`src/rtl/sensor_poll_scheduler_if.sv`:
```
// Sensor-channel and UART-transmit bundle between the poll scheduler (master)
// and the per-sensor FIFO channels / UART transmitter (slave).
interface sensor_poll_scheduler_if #(
  parameter int unsigned N_SENSORS  = 8,
  parameter int unsigned DATA_DEPTH = 8
) ();
  logic [N_SENSORS-1:0]            trig;
  logic [N_SENSORS-1:0]            fifo_valid;
  logic [N_SENSORS*DATA_DEPTH-1:0] fifo_data;
  logic [N_SENSORS-1:0]            fifo_pop;
  logic [DATA_DEPTH-1:0]           tx_data;
  logic                            tx_valid;
  logic                            tx_ready;

  modport master (
    output trig, fifo_pop, tx_data, tx_valid,
    input  fifo_valid, fifo_data, tx_ready
  );

  modport slave (
    input  trig, fifo_pop, tx_data, tx_valid,
    output fifo_valid, fifo_data, tx_ready
  );
endinterface

```
`src/rtl/sensor_poll_scheduler.sv`:
```
// Periodic poll scheduler: on each period tick, walks the enabled sensor
// channels in ascending order, triggers a conversion, waits for FIFO data and
// streams a header byte plus the sample bytes (or an error byte on timeout)
// through the shared UART transmit handshake.
module sensor_poll_scheduler #(
  parameter int unsigned N_SENSORS        = 8,
  parameter int unsigned CH_BITS          = 3,
  parameter int unsigned DATA_DEPTH       = 8,
  parameter int unsigned PERIOD_CYCLES    = 26000000,
  parameter int unsigned PERIOD_BITS      = 32,
  parameter int unsigned BYTES_PER_SAMPLE = 2,
  parameter int unsigned HEADER_BASE      = 97,
  parameter int unsigned ERR_BYTE         = 238,
  parameter int unsigned TIMEOUT_CYCLES   = 65535,
  parameter int unsigned TIMEOUT_BITS     = 16
) (
  input  logic                      i_clk,
  input  logic                      i_rst,
  input  logic [N_SENSORS-1:0]      i_chan_en,
  sensor_poll_scheduler_if.master   io_bus,
  output logic                      o_busy,
  output logic [CH_BITS-1:0]        o_cur_ch,
  output logic [N_SENSORS-1:0]      o_err,
  input  logic                      i_err_clr,
  output logic                      o_overrun
);

  localparam logic [2:0] S_IDLE = 3'd0;
  localparam logic [2:0] S_SCAN = 3'd1;
  localparam logic [2:0] S_TRIG = 3'd2;
  localparam logic [2:0] S_WAIT = 3'd3;
  localparam logic [2:0] S_HDR  = 3'd4;
  localparam logic [2:0] S_DATA = 3'd5;
  localparam logic [2:0] S_ERR  = 3'd6;
  localparam logic [2:0] S_NEXT = 3'd7;

  localparam int unsigned CNT_BITS = $clog2(BYTES_PER_SAMPLE + 1);

  localparam logic [CH_BITS-1:0]      LAST_CH    = CH_BITS'(N_SENSORS - 1);
  localparam logic [PERIOD_BITS-1:0]  PER_RELOAD = PERIOD_BITS'(PERIOD_CYCLES - 1);
  localparam logic [TIMEOUT_BITS-1:0] TO_LAST    = TIMEOUT_BITS'(TIMEOUT_CYCLES - 1);
  localparam logic [CNT_BITS-1:0]     CNT_LAST   = CNT_BITS'(BYTES_PER_SAMPLE - 1);
  localparam logic [DATA_DEPTH-1:0]   HDR_BASE_B = DATA_DEPTH'(HEADER_BASE);
  localparam logic [DATA_DEPTH-1:0]   ERR_B      = DATA_DEPTH'(ERR_BYTE);

  logic [2:0]              r_state,     w_state_n;
  logic [CH_BITS-1:0]      r_ch,        w_ch_n;
  logic [N_SENSORS-1:0]    r_mask,      w_mask_n;
  logic                    r_pending,   w_pending_n;
  logic                    r_overrun,   w_overrun_n;
  logic [PERIOD_BITS-1:0]  r_period,    w_period_n;
  logic [TIMEOUT_BITS-1:0] r_to,        w_to_n;
  logic [CNT_BITS-1:0]     r_cnt,       w_cnt_n;
  logic                    r_errflag,   w_errflag_n;
  logic [N_SENSORS-1:0]    r_err,       w_err_n;
  // r_held: a data byte was offered but not yet accepted, so it must not drop.
  logic                    r_held,      w_held_n;
  logic [DATA_DEPTH-1:0]   r_hold_data, w_hold_data_n;

  logic                    w_tick;
  logic                    w_xfer;
  logic                    w_fifo_vld;
  logic [DATA_DEPTH-1:0]   w_head;
  logic                    w_tx_valid;
  logic [DATA_DEPTH-1:0]   w_tx_data;
  logic [N_SENSORS-1:0]    w_trig;
  logic [N_SENSORS-1:0]    w_pop;

  assign w_tick     = (r_period == '0);
  assign w_fifo_vld = io_bus.fifo_valid[r_ch];
  assign w_head     = io_bus.fifo_data[r_ch * DATA_DEPTH +: DATA_DEPTH];
  assign w_xfer     = w_tx_valid & io_bus.tx_ready;

  // Decode per-state outputs toward the channels and the UART.
  always_comb begin
    w_tx_valid = 1'b0;
    w_tx_data  = '0;
    w_trig     = '0;
    w_pop      = '0;
    case (r_state)
      S_TRIG: w_trig[r_ch] = 1'b1;
      S_HDR: begin
        w_tx_valid = 1'b1;
        w_tx_data  = HDR_BASE_B + DATA_DEPTH'(r_ch);
      end
      S_DATA: begin
        w_tx_valid   = r_held | w_fifo_vld;
        w_tx_data    = r_held ? r_hold_data : w_head;
        w_pop[r_ch]  = w_tx_valid & io_bus.tx_ready;
      end
      S_ERR: begin
        w_tx_valid = 1'b1;
        w_tx_data  = ERR_B;
      end
      default: ;
    endcase
  end

  assign io_bus.tx_valid = w_tx_valid;
  assign io_bus.tx_data  = w_tx_data;
  assign io_bus.trig     = w_trig;
  assign io_bus.fifo_pop = w_pop;

  // Next-state logic: period timer, tick bookkeeping, round sequencing.
  always_comb begin
    w_state_n     = r_state;
    w_ch_n        = r_ch;
    w_mask_n      = r_mask;
    w_to_n        = r_to;
    w_cnt_n       = r_cnt;
    w_errflag_n   = r_errflag;
    w_held_n      = r_held;
    w_hold_data_n = r_hold_data;
    w_period_n    = w_tick ? PER_RELOAD : r_period - 1'b1;
    // Only one tick may be queued; a tick arriving with one already queued is lost.
    w_overrun_n   = w_tick & r_pending;
    w_pending_n   = r_pending | w_tick;
    // Set (below) wins over clear.
    w_err_n       = i_err_clr ? '0 : r_err;

    case (r_state)
      S_IDLE: begin
        if (r_pending) begin
          w_pending_n = 1'b0;
          if (|i_chan_en) begin
            w_mask_n  = i_chan_en;
            w_ch_n    = '0;
            w_state_n = S_SCAN;
          end
        end
      end
      S_SCAN: begin
        if (r_mask[r_ch])         w_state_n = S_TRIG;
        else if (r_ch == LAST_CH) w_state_n = S_IDLE;
        else                      w_ch_n    = r_ch + 1'b1;
      end
      S_TRIG: begin
        w_to_n    = '0;
        w_state_n = S_WAIT;
      end
      S_WAIT: begin
        if (w_fifo_vld) begin
          w_state_n = S_HDR;
        end else if (r_to == TO_LAST) begin
          w_err_n[r_ch] = 1'b1;
          w_errflag_n   = 1'b1;
          w_state_n     = S_HDR;
        end else begin
          w_to_n = r_to + 1'b1;
        end
      end
      S_HDR: begin
        if (w_xfer) begin
          w_cnt_n   = '0;
          w_to_n    = '0;
          w_held_n  = 1'b0;
          w_state_n = r_errflag ? S_ERR : S_DATA;
        end
      end
      S_DATA: begin
        if (w_xfer) begin
          w_held_n = 1'b0;
          w_to_n   = '0;
          w_cnt_n  = r_cnt + 1'b1;
          if (r_cnt == CNT_LAST) w_state_n = S_NEXT;
        end else if (w_tx_valid) begin
          w_held_n      = 1'b1;
          w_hold_data_n = w_tx_data;
        end else if (r_to == TO_LAST) begin
          w_err_n[r_ch] = 1'b1;
          w_state_n     = S_ERR;
        end else begin
          w_to_n = r_to + 1'b1;
        end
      end
      S_ERR: begin
        if (w_xfer) w_state_n = S_NEXT;
      end
      S_NEXT: begin
        w_errflag_n = 1'b0;
        if (r_ch == LAST_CH) begin
          w_state_n = S_IDLE;
        end else begin
          w_ch_n    = r_ch + 1'b1;
          w_state_n = S_SCAN;
        end
      end
      default: w_state_n = S_IDLE;
    endcase
  end

  // State registers with asynchronous reset.
  always_ff @(posedge i_clk or posedge i_rst) begin
    if (i_rst) begin
      r_state     <= S_IDLE;
      r_ch        <= '0;
      r_mask      <= '0;
      r_pending   <= 1'b0;
      r_overrun   <= 1'b0;
      r_period    <= PER_RELOAD;
      r_to        <= '0;
      r_cnt       <= '0;
      r_errflag   <= 1'b0;
      r_err       <= '0;
      r_held      <= 1'b0;
      r_hold_data <= '0;
    end else begin
      r_state     <= w_state_n;
      r_ch        <= w_ch_n;
      r_mask      <= w_mask_n;
      r_pending   <= w_pending_n;
      r_overrun   <= w_overrun_n;
      r_period    <= w_period_n;
      r_to        <= w_to_n;
      r_cnt       <= w_cnt_n;
      r_errflag   <= w_errflag_n;
      r_err       <= w_err_n;
      r_held      <= w_held_n;
      r_hold_data <= w_hold_data_n;
    end
  end

  assign o_busy    = (r_state != S_IDLE);
  assign o_cur_ch  = o_busy ? r_ch : '0;
  assign o_err     = r_err;
  assign o_overrun = r_overrun;

endmodule

```
`src/flat_wrapper.sv`:
```
// flat-port wrapper written by rule: the top's interface ports become plain ports
module sensor_poll_scheduler_flat 
#(
  parameter int unsigned N_SENSORS        = 8,
  parameter int unsigned CH_BITS          = 3,
  parameter int unsigned DATA_DEPTH       = 8,
  parameter int unsigned PERIOD_CYCLES    = 26000000,
  parameter int unsigned PERIOD_BITS      = 32,
  parameter int unsigned BYTES_PER_SAMPLE = 2,
  parameter int unsigned HEADER_BASE      = 97,
  parameter int unsigned ERR_BYTE         = 238,
  parameter int unsigned TIMEOUT_CYCLES   = 65535,
  parameter int unsigned TIMEOUT_BITS     = 16
)
  (i_clk, i_rst, i_chan_en, o_busy, o_cur_ch, o_err, i_err_clr, o_overrun, io_bus_trig, io_bus_fifo_pop, io_bus_tx_data, io_bus_tx_valid, io_bus_fifo_valid, io_bus_fifo_data, io_bus_tx_ready);
  sensor_poll_scheduler_if #(.N_SENSORS(N_SENSORS), .DATA_DEPTH(DATA_DEPTH)) io_bus_i ();
  input  logic i_clk;
  input  logic i_rst;
  input  logic [N_SENSORS-1:0] i_chan_en;
  output logic o_busy;
  output logic [CH_BITS-1:0] o_cur_ch;
  output logic [N_SENSORS-1:0] o_err;
  input  logic i_err_clr;
  output logic o_overrun;
  output wire logic [$bits(io_bus_i.trig)-1:0] io_bus_trig;
  output wire logic [$bits(io_bus_i.fifo_pop)-1:0] io_bus_fifo_pop;
  output wire logic [$bits(io_bus_i.tx_data)-1:0] io_bus_tx_data;
  output wire logic [$bits(io_bus_i.tx_valid)-1:0] io_bus_tx_valid;
  input wire logic [$bits(io_bus_i.fifo_valid)-1:0] io_bus_fifo_valid;
  input wire logic [$bits(io_bus_i.fifo_data)-1:0] io_bus_fifo_data;
  input wire logic [$bits(io_bus_i.tx_ready)-1:0] io_bus_tx_ready;
  assign io_bus_trig = io_bus_i.trig;
  assign io_bus_fifo_pop = io_bus_i.fifo_pop;
  assign io_bus_tx_data = io_bus_i.tx_data;
  assign io_bus_tx_valid = io_bus_i.tx_valid;
  assign io_bus_i.fifo_valid = io_bus_fifo_valid;
  assign io_bus_i.fifo_data = io_bus_fifo_data;
  assign io_bus_i.tx_ready = io_bus_tx_ready;
  sensor_poll_scheduler #(.N_SENSORS(N_SENSORS), .CH_BITS(CH_BITS), .DATA_DEPTH(DATA_DEPTH), .PERIOD_CYCLES(PERIOD_CYCLES), .PERIOD_BITS(PERIOD_BITS), .BYTES_PER_SAMPLE(BYTES_PER_SAMPLE), .HEADER_BASE(HEADER_BASE), .ERR_BYTE(ERR_BYTE), .TIMEOUT_CYCLES(TIMEOUT_CYCLES), .TIMEOUT_BITS(TIMEOUT_BITS)) u_core (.i_clk(i_clk), .i_rst(i_rst), .i_chan_en(i_chan_en), .io_bus(io_bus_i), .o_busy(o_busy), .o_cur_ch(o_cur_ch), .o_err(o_err), .i_err_clr(i_err_clr), .o_overrun(o_overrun));
endmodule
```
`config.mk`:
```
export PLATFORM = sky130hd
export DESIGN_NAME = sensor_poll_scheduler_flat
export DESIGN_NICKNAME = d
export VERILOG_FILES = /design/src/rtl/sensor_poll_scheduler_if.sv /design/src/rtl/sensor_poll_scheduler.sv /design/src/flat_wrapper.sv
export SDC_FILE = /design/constraint.sdc
export NUM_CORES = 1
export LEC_CHECK = 0
export ABC_CLOCK_PERIOD_IN_PS = 2800
export CAP_MARGIN = 10
export CORE_ASPECT_RATIO = 1.2
export CORE_MARGIN = 3
export CORE_UTILIZATION = 40
export DETAILED_ROUTE_END_ITERATION = 16
export PLACE_DENSITY = 0.69
export SKIP_CTS_REPAIR_TIMING = 1
export SLEW_MARGIN = 20
export SYNTH_ARGS = -nofsm -noshare
export SYNTH_HDL_FRONTEND = slang
export SYNTH_SLANG_ARGS = --single-unit
```
`constraint.sdc`:
```
create_clock -name i_clk -period 2.8 [get_ports i_clk]
set_input_delay 0.56 -clock i_clk [delete_from_list [all_inputs] [get_ports i_clk]]
set_output_delay 0.56 -clock i_clk [all_outputs]
set_load 0.02 [all_outputs]
```
---- Word-level counts from Yosys, hierarchy flattened ----
Cells that the tools add are included.
word-level totals
  bits in registers ....................... 84
  bits of input ports ..................... 84
  output and inout port bits .............. 38
  word-level logic and storage cells ...... 127
operators by class
  add/subtract/negate cells ............... 5
  magnitude comparators ................... 2
  eq/ne operators ......................... 24
  shift operators ......................... 1
  muxes and demuxes ....................... 57
  bitwise logic cells ..................... 8
  reductions and logical operators ........ 18
operators with widths
  operator                                               count
  2-to-1 mux 16 bit                                      5
  2-to-1 mux 8 bit                                       8
  case mux 16 bit (4 select lines)                       1
  variable part select 64 x 7 -> 8 bit                   1
  2-to-1 mux 3 bit                                       17
  logical NOT 32 bit                                     1
  2-to-1 mux 32 bit                                      1
  subtractor 32 x 1 -> 32 bit, second input constant     1
  case mux 3 bit (8 select lines)                        1
  case mux 8 bit (3 select lines)                        1
  adder 16 x 1 -> 16 bit, second input constant          1
  equality test 16 bit, second input constant            1
  case mux 8 bit (2 select lines)                        1
  equality test 3 bit, second input constant             5
  AND reduction 3 bit                                    5
  inequality test 2 x 1 -> 1 bit, second input constant  6
  inequality test 3 x 1 -> 1 bit, second input constant  4
  2-to-1 mux 1 bit                                       11
  case mux 3 bit (3 select lines)                        1
  AND reduction 9 bit                                    1
  adder 7 x 3 -> 8 bit, first input constant             1
  bitwise AND 8 bit                                      1
  bitwise OR 8 bit                                       1
  AND reduction 4 bit                                    2
  other kinds (25)                                       37

---- Logic depth before layout (Yosys ltp) ----
Gate-level depths: netlist (run 1).
  depth in word-level cells ............... 9
  gate-level depth with buffers ........... 10
  gate-level depth less buffers ........... 8

---- Least setup slack after synthesis (run 1) ----
OpenSTA, ideal clock, no wires.
  path kind ............................... register -> output
  from .................................... reg u_core.r_ch[0]
  to ...................................... out io_bus_fifo_pop[1]
  arrival ................................. 2.074 ns
  required time ........................... 2.240 ns
  setup slack ............................. 0.166 ns
  cell stages (with the launch flop) ...... 6
  buffers on the path ..................... 0
  path through ............................ dfrtp_1 > or3b_4 > o22a_1 > nand3_1 > o2111ai_1 > nor3_1
between the ends
  longest elaborated chain between the ends .. 6
  elaborated cells between the ends (all ways) .. 11
  classes of those cells .................. order compare: 2; mux: 5; bitwise: 3; reduce/logical: 1
ends and longest elaborated chain
  item                                                                                line                                                      RTL
  from (decl)                                                                         sensor_poll_scheduler.sv:47                               logic [CH_BITS-1:0] r_ch, w_ch_n;
  from (signal assigned)                                                              sensor_poll_scheduler.sv:209                              r_ch <= w_ch_n;
  < comparator 3 x 4 -> 1 bit (not written as such), or another cell as far along     sensor_poll_scheduler.sv:89                               w_pop[r_ch] = w_tx_valid & io_bus.tx_ready;
  logical AND 1 bit (not written as such) / 2-to-1 mux 1 bit (equally long branches)  sensor_poll_scheduler.sv:89, sensor_poll_scheduler.sv:70
  2-to-1 mux 1 bit (not written as such) / bitwise OR 1 bit (equally long branches)   sensor_poll_scheduler.sv:89, sensor_poll_scheduler.sv:87
  demux 1 bit (select 3 bit) / bitwise AND 1 bit (equally long branches)              n/a
  bitwise AND 8 bit (no line) (*)                                                     n/a
  2-to-1 mux 8 bit (*)                                                                sensor_poll_scheduler.sv:80                               case (r_state)
  to (decl)                                                                           flat_wrapper.sv:26                                        output wire logic [$bits(io_bus_i.fifo_pop)-1:0] io_bus_fifo_pop;
Mark *: on every way between the ends. The rest lies on a longest branch, timed or not. The select of a mux whose other input is x is not followed.

---- Worst setup path in the final report (run 1) ----
  from .................................... reg u_core.r_ch[1]
  to ...................................... out io_bus_fifo_pop[0]
The elaborated chain is that of the path after synthesis.

==> results.json, run 1 <==
{
  "status": "finished with violations",
  "violations": "negative setup slack",
  "period_needed_ns": 2.97,
  "dr.pass1.iters": 5,
  "synth_top_area_share_pct": 32.8,
  "p_per_area_nw_per_um2": 860,
  "hold_ws_ns": 0.459,
  "grtUsageTotal_pct": 21.9,
  "critPathMaxFanout": 8,
  "synth.area.top_cells": "dfrtp_1 (33%), dfstp_2 (8.1%), nor2_1 (4.8%)",
  "setup_slack_ns": -0.167,
  "path_cells": "buf_6 > buf_6 > mux2_4 > a22oi_2 > nand3_2 > o2111ai_2 > buf_6 > nor2_1 > buf_2",
  "yosys_most_used_dff": "dfrtp_1",
  "die_x_um": 110,
  "rsz0062_at_grt": "yes",
  "drt-vias-per-instance": 5.55,
  "ys_types": 69,
  "fin_tns_setup_ns": -0.990,
  "totalWireLength_mm": 15.4,
  "rows": 44,
  "syn_avg_cell_area_um2": 9.06,
  "ant_nets": 0,
  "yosys.cell_count.top_type": "dfrtp_1",
  "htreeDepth": 3,
  "setup_viol": 9,
  "hold_class": "register to register",
  "synth-edff-count": 0,
  "stdcell_count": 897,
  "crit_buf_inv": 4,
  "pre_cts_ws_ns": -0.577,
  "synth_top_cell_by_area": "dfrtp_1",
  "slowest_stage": "dfrtp_2",
  "diodes": 0,
  "crit_top_cell": "buf_6",
  "r2r-end": "u_core.r_ch[2]",
  "grt_pass1_wl_mm": 24.5,
  "io_buffer_count": 121,
  "dieArea_um2": 14400,
  "post_synth_and_or_nand_nor_area_fraction_pct": 22.9,
  "p_total_mw": 6.37,
  "cts_buffers": 9,
  "place_hpwl_mm": 11.8,
  "ff2ff_setup_slack_ns": 0.08,
  "min_from": "u_core.r_period[0]",
  "synth_commonest_cells": "dfrtp_1 (68), nor2_1 (66), nand2_1 (56)",
  "root_buffer": "clkbuf_16",
  "routedWlPerCell_um": 17.1,
  "peakVddDrop_v": 0.000445,
  "ys_warn_count": 0,
  "worstMarginPinSlew_ns": 0.604,
  "ys_seq_area_share_pct": 40.9,
  "drive_gt1_share_pct": 23.8,
  "critPathCaptureType": "output port",
  "grt_max_degree": 60,
  "cap_violations": 0,
  "maxSlewViolCount": 0,
  "relSlewSlack_pct": 59.5,
  "drt_iter0_drc": 217,
  "cp_slowest_stage_delay_ns": 0.42,
  "clkSlewWorstSetupHoldPaths_ns": 0.06,
  "core-area_um2": 12400,
  "antenna_found_initial": 0,
  "dp.cells": 877,
  "synth_compound_area_share_pct": 15.9,
  "initial_core_util_pct": 41.8,
  "die_height_um": 131,
  "ys_async_sr_fraction_pct": 100,
  "synth_fa_ha_area_share_pct": 1.69,
  "clock_latency_ns": 0.34,
  "overflow": 0,
  "remaining_drc_errors": 0,
  "max_freq_mhz": 337,
  "reg2reg_from": "u_core.r_ch[1]",
  "grt_pass1_vias": 5038,
  "synth.cell_area_um2": 5180,
  "crit_type": "register to output port",
  "start_kind": "register",
  "arrival_ns": 2.41,
  "hold_depth": 1,
  "cts_tree": "yes",
  "synth_top_family_by_area": "simple AND/OR/NAND/NOR gates",
  "place_congestion": 0.914,
  "muxShareOfSynthArea_pct": 8.93,
  "required_ns": 2.24,
  "cts.path.max_buffers": 2,
  "whs_endpoint": "u_core.r_period[0]",
  "clock_skew_ns": 0.00755,
  "syn_nets": 663,
  "crit_family": "buffers and inverters",
  "nets": 822,
  "synth_xor_area_share_pct": 4.90,
  "ios": 122,
  "hold_viol": 0,
  "finalCritPeriodShare_pct": 106,
  "leakagePower_nw": 3.17,
  "areaGrowthSynthToFinish_pct": 42.8,
  "clock_sinks": 84,
  "synth_cells": 572,
  "reg2reg_depth": 9,
  "cp-startpoint": "u_core.r_ch[1]",
  "ys_ff_latch": 84,
  "num_vias": 4974
}
-- layer usage --
layer  up-vias  share of wire, %  GRT usage [%]
li1       2366                 -              -
met1      2389                40           25.9
met2       188                51           38.4
met3        31               6.0           4.37
met4         0               2.9           9.17
met5         -                 0              0
-- worst max-delay path by stage --
stage	to	cells past startpoint
floorplan	u_core.o_err[0]	1
global placement	io_bus_fifo_pop[0]	8
detailed placement	io_bus_fifo_pop[0]	8
CTS	io_bus_fifo_pop[0]	7
global route	io_bus_fifo_pop[0]	9
finish	io_bus_fifo_pop[0]	9
-- sequential cells by signal, indices dropped and copies added, names as in the netlist --
name                count
u_core.o_err            8
u_core.o_overrun        1
u_core.r_ch             3
u_core.r_cnt            2
u_core.r_errflag        1
u_core.r_held           1
u_core.r_hold_data      8
u_core.r_mask           8
u_core.r_pending        1
u_core.r_period        32
u_core.r_state          3
u_core.r_to            16
-- power by group --
part           internal (mW)  total [mW]  switching (mW)
logic                   1.64        3.49            1.84
clock network          0.805        1.28           0.474
registers               1.42        1.60           0.183
-- worst reg2reg max path: stages, from the launching register on --
cell and delay, ns:
dfrtp_2 0.42, buf_4 0.15, buf_12 0.14, buf_4 0.16
mux2_1 0.33, a221oi_2 0.25, o221ai_2 0.15, or3_1 0.34
a211oi_2 0.30, mux2_2 0.37
-- cells by family (layout without fill, tap and decap cells) --
kind of cell / after synthesis / in the layout
AOI/OAI and AO/OA: 125 / 125
xor gates and xnor gates: 29 / 29
adders and majority gates: 7 / 7
buffers and inverters: 55 / 219
DFF: 84 / 84
muxes: 40 / 40
and+or+nand+nor: 232 / 232
-- cell usage in the layout, fill, tap and decap left out, types with 10 or more instances in the layout --
| cell type | count |
|---|---|
| buf_4 | 54 |
| nand2_1 | 56 |
| nor2_1 | 61 |
| nor3_1 | 11 |
| mux2_2 | 14 |
| a21oi_1 | 26 |
| xor2_1 | 10 |
| nand3_1 | 15 |
| nor2b_1 | 11 |
| or3_1 | 20 |
| clkdlybuf4s50_1 | 99 |
| o21ai_0 | 30 |
| dfstp_2 | 16 |
| dfrtp_1 | 66 |
| xnor2_1 | 19 |
| inv_1 | 20 |
| mux2i_1 | 17 |
-- per-stage QoR --
stage	cell area, µm²	utilization, %
after floorplan	5180	-
after global routing	7400	59.7
final	7400	59.7
after detailed placement	6860	55.4
after global placement	6860	55.4
after CTS	7180	58.0
-- layout make-up --
cell class	instances	area [µm²]
repair buffers	180	1670
flip-flops and latches	84	2120
clock buffers	12	246
well taps	161	201
fillers	1076	4990
multi-input cells	433	3000
clock inverters	4	72.6
inverters	23	87.6
Power figures use the tool's default switching activity.
==> run 2: changes to the inputs <==
--- a/config.mk
+++ b/config.mk
@@ -5,14 +5,13 @@
 export SDC_FILE = /design/constraint.sdc
 export NUM_CORES = 1
 export LEC_CHECK = 0
-export ABC_CLOCK_PERIOD_IN_PS = 2800
+export ABC_CLOCK_PERIOD_IN_PS = 2850
 export CAP_MARGIN = 10
 export CORE_ASPECT_RATIO = 1.2
 export CORE_MARGIN = 3
 export CORE_UTILIZATION = 40
 export DETAILED_ROUTE_END_ITERATION = 16
-export PLACE_DENSITY = 0.69
-export SKIP_CTS_REPAIR_TIMING = 1
+export PLACE_DENSITY = 0.66
 export SLEW_MARGIN = 20
 export SYNTH_ARGS = -nofsm -noshare
 export SYNTH_HDL_FRONTEND = slang
==> constraint.sdc (replaced) <==
create_clock -name i_clk -period 2.85 [get_ports i_clk]
set_input_delay 0.57 -clock i_clk [delete_from_list [all_inputs] [get_ports i_clk]]
set_output_delay 0.57 -clock i_clk [all_outputs]
set_load 0.02 [all_outputs]
==> run 2 against run 1 <==
Effect of this change:
- the flow still finishes with violations (negative setup slack)
- register-to-register slack gained 0.09 ns
- flip-flop and latch count stayed put
- global-route usage is 0.062 points higher
- via count down 1.5%
- final area hardly changed
- die area stayed put
- cell count rose by 0.67%
- non-clock buffer count is 6 higher
- clock skew is 0.0015 ns higher
- critical endpoint unchanged
- largest cell class unchanged
- largest power group unchanged
==> results.json, run 2 (same netlist as run 1, synthesis figures left out) <==
{
  "status": "finished with violations",
  "violations": "negative setup slack",
  "drt-vias-per-instance": 5.42,
  "reg2reg_depth": 9,
  "critPathMaxFanout": 5,
  "worstMarginPinSlew_ns": 0.638,
  "cts.path.max_buffers": 2,
  "overflow": 0,
  "start_kind": "register",
  "p_total_mw": 6.28,
  "ctsHoldBuffers": 0,
  "place_congestion": 0.928,
  "diodes": 0,
  "p_per_area_nw_per_um2": 848,
  "cts_tree": "yes",
  "hold_depth": 1,
  "rsz0062_at_grt": "yes",
  "largest_reg_flops": 32,
  "nets": 828,
  "regMostFlops": "u_core.r_period",
  "drt_iter0_drc": 281,
  "ff2ff_setup_slack_ns": 0.17,
  "required_ns": 2.28,
  "initial_core_util_pct": 41.8,
  "clkSlewWorstSetupHoldPaths_ns": 0.06,
  "die_height_um": 131,
  "hold_ws_ns": 0.459,
  "setup_slack_ns": -0.00504,
  "stdcell_count": 903,
  "remaining_drc_errors": 0,
  "ant_nets": 0,
  "hold_viol": 0,
  "finalCritPeriodShare_pct": 100,
  "largestRegisters": "u_core.r_period (32), u_core.r_to (16)",
  "grt_max_degree": 85,
  "num_vias": 4897,
  "htreeDepth": 3,
  "dieArea_um2": 14400,
  "leakagePower_nw": 3.12,
  "max_freq_mhz": 350,
  "final_util_pct": 59.8,
  "die_x_um": 110,
  "dp.cells": 878,
  "crit_type": "register to output port",
  "grt_pass1_wl_mm": 24.5,
  "areaGrowthSynthToFinish_pct": 42.9,
  "drive_gt1_share_pct": 23.2,
  "relSlewSlack_pct": 57.4,
  "critPathCaptureType": "output port",
  "fin_tns_setup_ns": -0.00504,
  "routedWlPerCell_um": 16.9,
  "core-area_um2": 12400,
  "cts_buffers": 9,
  "totalWireLength_mm": 15.2,
  "clock_sinks": 84,
  "final_cell_mix": "clkdlybuf4s50_1 (100), dfrtp_1 (66), nor2_1 (63)",
  "cap_violations": 0,
  "grt_pass1_vias": 4991,
  "final_common_cell": "clkdlybuf4s50_1",
  "clock_skew_ns": 0.00905,
  "peakVddDrop_v": 0.000433,
  "dr.pass1.iters": 4,
  "clock_latency_ns": 0.34,
  "rows": 44,
  "arrival_ns": 2.29,
  "place_hpwl_mm": 11.3,
  "hold_class": "register to register",
  "maxSlewViolCount": 0,
  "antenna_found_initial": 0,
  "grtUsageTotal_pct": 21.9,
  "ios": 122,
  "io_buffer_count": 121,
  "root_buffer": "clkbuf_16",
  "period_needed_ns": 2.86,
  "setup_viol": 1
}
-- run 2: area by class of cell --
type / count / area [µm²]
tap: 161 / 201
inverter: 23 / 87.6
clock buffer: 11 / 233
fill: 1086 / 4980
multi-input combinational: 433 / 2940
sequential: 84 / 2120
clock inverter: 5 / 100
timing repair buffer: 186 / 1720
-- run 2: per-stage QoR --
step,instance area (µm²),setup slack (ns)
6_report,7400,-0.00504
5_1_grt,7400,-0.124
4_1_cts,7290,-0.0119
3_5_place_dp,6870,-0.481
3_3_place_gp,6870,-0.415
2_1_floorplan,5180,0.141
-- run 2: final timing paths --
kind	start	end
max in group asynchronous	i_rst	u_core.r_period[1]
hold / removal	u_core.r_period[0]	u_core.r_period[0]
min in group asynchronous	i_rst	u_core.r_period[21]
hold reg to reg	u_core.r_period[0]	u_core.r_period[0]
setup / recovery	u_core.r_ch[1]	io_bus_fifo_pop[0]
setup reg to reg	u_core.r_ch[1]	u_core.r_ch[2]
-- run 2: power by group --
group          total, mW  switching, mW  internal (mW)
clock               1.32          0.467          0.854
sequential          1.57          0.172           1.39
combinational       3.39           1.78           1.61
-- run 2: critical path, cell delays in order, from the launching register on --
cell and delay, ns:
dfrtp_2 0.44, buf_8 0.15, mux2_4 0.30, a22oi_2 0.22, nand3_2 0.15, o2111ai_4 0.25, buf_6 0.17, buf_6 0.11
nor2_4 0.04, buf_6 0.12
-- run 2: metal layers --
| metal | up-vias | wire (µm) | global-route usage [%] |
|---|---|---|---|
| met5 | - | 0 | 0 |
| met4 | 0 | 439 | 8.07 |
| met3 | 30 | 921 | 4.08 |
| met2 | 193 | 7440 | 38.3 |
| met1 | 2306 | 6440 | 26.9 |
| li1 | 2368 | - | - |
-- run 2: what timing repair did --
item / in CTS / in global routing
setup buffers: 5 / 2
pin swaps: 4 / 4
endpoints found under the setup margin: 23 / 15
gates resized for setup: 94 / 23
gates cloned: 1 / 1
==> run 3: changes to the inputs <==
--- a/config.mk
+++ b/config.mk
@@ -12,7 +12,7 @@
 export CORE_UTILIZATION = 40
 export DETAILED_ROUTE_END_ITERATION = 16
 export PLACE_DENSITY = 0.66
-export SLEW_MARGIN = 20
+export SLEW_MARGIN = 30
 export SYNTH_ARGS = -nofsm -noshare
 export SYNTH_HDL_FRONTEND = slang
 export SYNTH_SLANG_ARGS = --single-unit
==> run 3 against run 2 <==
Effect of this change:
- the run still ends with negative setup slack left
- clock skew grew 0.0024 ns
- setup slack got worse by 0.0013 ns
- wire length increased by 0.20%
- final area decreased by 0.17%
- clock power decreased by 7%
- highest routed layer unchanged
- clock-buffer cell count is the same
- die area unchanged
- global-route usage up 0.12 points
- worst hold slack worse by 0.0020 ns
==> results.json, run 3 (same netlist as run 1, synthesis figures left out) <==
{
  "totalWireLength_mm": 15.3,
  "crit_family": "buffers and inverters",
  "initial_core_util_pct": 41.8,
  "nets": 831,
  "drt-vias-per-instance": 5.43,
  "grt_pass1_vias": 4989,
  "remaining_drc_errors": 0,
  "period_needed_ns": 2.86,
  "grt_pass1_wl_mm": 24.6,
  "peakVddDrop_v": 0.000474,
  "clock_skew_ns": 0.0115,
  "final_common_cell": "clkdlybuf4s50_1",
  "violations": "negative setup slack",
  "place_hpwl_mm": 11.3,
  "grtUsageTotal_pct": 22.1,
  "path_cells": "clkdlybuf4s50_1 > mux2_4 > a22oi_2 > nand3_2 > o2111ai_4 > buf_6 > buf_6 > nor2_1 > buf_4",
  "cts_buffers": 9,
  "fill_cells": 1069,
  "arrival_ns": 2.29,
  "die_x_um": 110,
  "grt_max_degree": 85,
  "cp_slowest_stage_delay_ns": 0.40,
  "root_buffer": "clkbuf_16",
  "seqPwrFrac_pct": 25.2,
  "io_buffer_count": 121,
  "dieArea_um2": 14400,
  "critPathCaptureType": "output port",
  "p_sw_share_pct": 39.0,
  "drive_gt1_share_pct": 23.6,
  "crit_type": "input port to output port",
  "drt_iter0_drc": 264,
  "core-area_um2": 12400,
  "final_util_pct": 59.7,
  "clock_sinks": 84,
  "hold_ws_ns": 0.457,
  "hold_class": "register to register",
  "finalCritPeriodShare_pct": 100,
  "critPathMaxFanout": 4,
  "p_clk_share_pct": 19.9,
  "pwr-share-comb_pct": 55.0,
  "cap_violations": 0,
  "pre_cts_ws_ns": -0.461,
  "power.switching_mw": 2.42,
  "largestRegisters": "u_core.r_period (32), u_core.r_to (16)",
  "crit_top_cell": "buf_6",
  "maxSlewViolCount": 0,
  "num_vias": 4916,
  "dp.cells": 878,
  "ios": 122,
  "diodes": 0,
  "final_cell_mix": "clkdlybuf4s50_1 (101), dfrtp_1 (66), buf_4 (65)",
  "regMostFlops": "u_core.r_period",
  "rsz0062_at_grt": "yes",
  "routedWlPerCell_um": 16.9,
  "clkSlewWorstSetupHoldPaths_ns": 0.06,
  "worstMarginPinSlew_ns": 0.625,
  "crit_buf_inv": 4,
  "clock_latency_ns": 0.34,
  "antenna_found_initial": 0,
  "setup_slack_ns": -0.00634,
  "overflow": 0,
  "required_ns": 2.28,
  "leakagePower_nw": 3.13,
  "cts_tree": "yes",
  "rows": 44,
  "ctsHoldBuffers": 0,
  "relSlewSlack_pct": 58.3,
  "cts.path.max_buffers": 2,
  "ant_nets": 0,
  "die_height_um": 131,
  "hold_viol": 0,
  "setup_viol": 2,
  "status": "finished with violations",
  "dr.pass1.iters": 5,
  "largest_reg_flops": 32,
  "areaGrowthSynthToFinish_pct": 42.6,
  "hold_depth": 1,
  "reg2reg_depth": 12,
  "slowest_stage": "clkdlybuf4s50_1",
  "p_per_area_nw_per_um2": 839,
  "stdcell_count": 906,
  "start_kind": "input port",
  "max_freq_mhz": 350,
  "path_depth": 9,
  "internal_power_mw": 3.78,
  "htreeDepth": 3,
  "place_congestion": 0.928
}
## run 3: repair_timing
item                       4_1_cts  5_1_grt
pin swaps                        2        6
setup buffers                    6        5
resized for setup               88       28
gates cloned                     1        0
setup endpoints to repair       25       18
## run 3: final timing paths
path	startpoint	to	slack (ns)
max reg2reg	u_core.r_ch[0]	u_core.r_hold_data[6]	0.16
min reg2reg	u_core.r_period[0]	u_core.r_period[0]	0.46
min	u_core.r_period[0]	u_core.r_period[0]	0.46
max in group asynchronous	i_rst	u_core.r_period[19]	1.80
min in group asynchronous	i_rst	u_core.o_overrun	0.66
max	io_bus_fifo_valid[5]	io_bus_fifo_pop[3]	-0.006
## run 3: layer usage
metal / share of wire, % / track usage (%)
met2: 50 / 38.8
met1: 41 / 27.1
met3: 6.8 / 4.77
met4: 1.7 / 6.38
met5: 0 / 0
## run 3: stage by stage
step | power (mW) | cell area [µm²] | setup TNS [ns]
finish | 6.20 | 7390 | -0.00989
global route | 6.58 | 7390 | -0.479
CTS | 6.09 | 7300 | -0.151
detailed placement | 4.69 | 6870 | -5.22
global placement | 4.64 | 6870 | -6.16
floorplan | 3.40 | 5180 | 0
## run 3: worst reg2reg max path, delay by kind of cell, from the launching register on
kind / cells / cell delay [ns]
compound gates: 1 / 0.10
simple gates: 3 / 0.74
flops: 1 / 0.41
mux: 1 / 0.31
buf+inv: 7 / 1.03
## run 3: cell type report
cell class,count,area [µm²],area share (%)
timing repair buffer,189,1730,23.3
sequential,84,2120,28.7
clock buffer,11,233,3.15
multi-input combinational,433,2940,39.8
inverter,23,87.6,1.18
clock inverter,5,77.6,1.05
tap,161,201,2.73
## run 3: power by group through the flow
stage	Combinational, mW	Sequential (mW)	Clock (mW)
3_3_place_gp	3.08	1.55	0
5_1_grt	3.69	1.59	1.31
4_1_cts	3.28	1.56	1.26
3_5_place_dp	3.13	1.56	0
2_1_floorplan	1.88	1.51	0
6_report	3.41	1.56	1.23
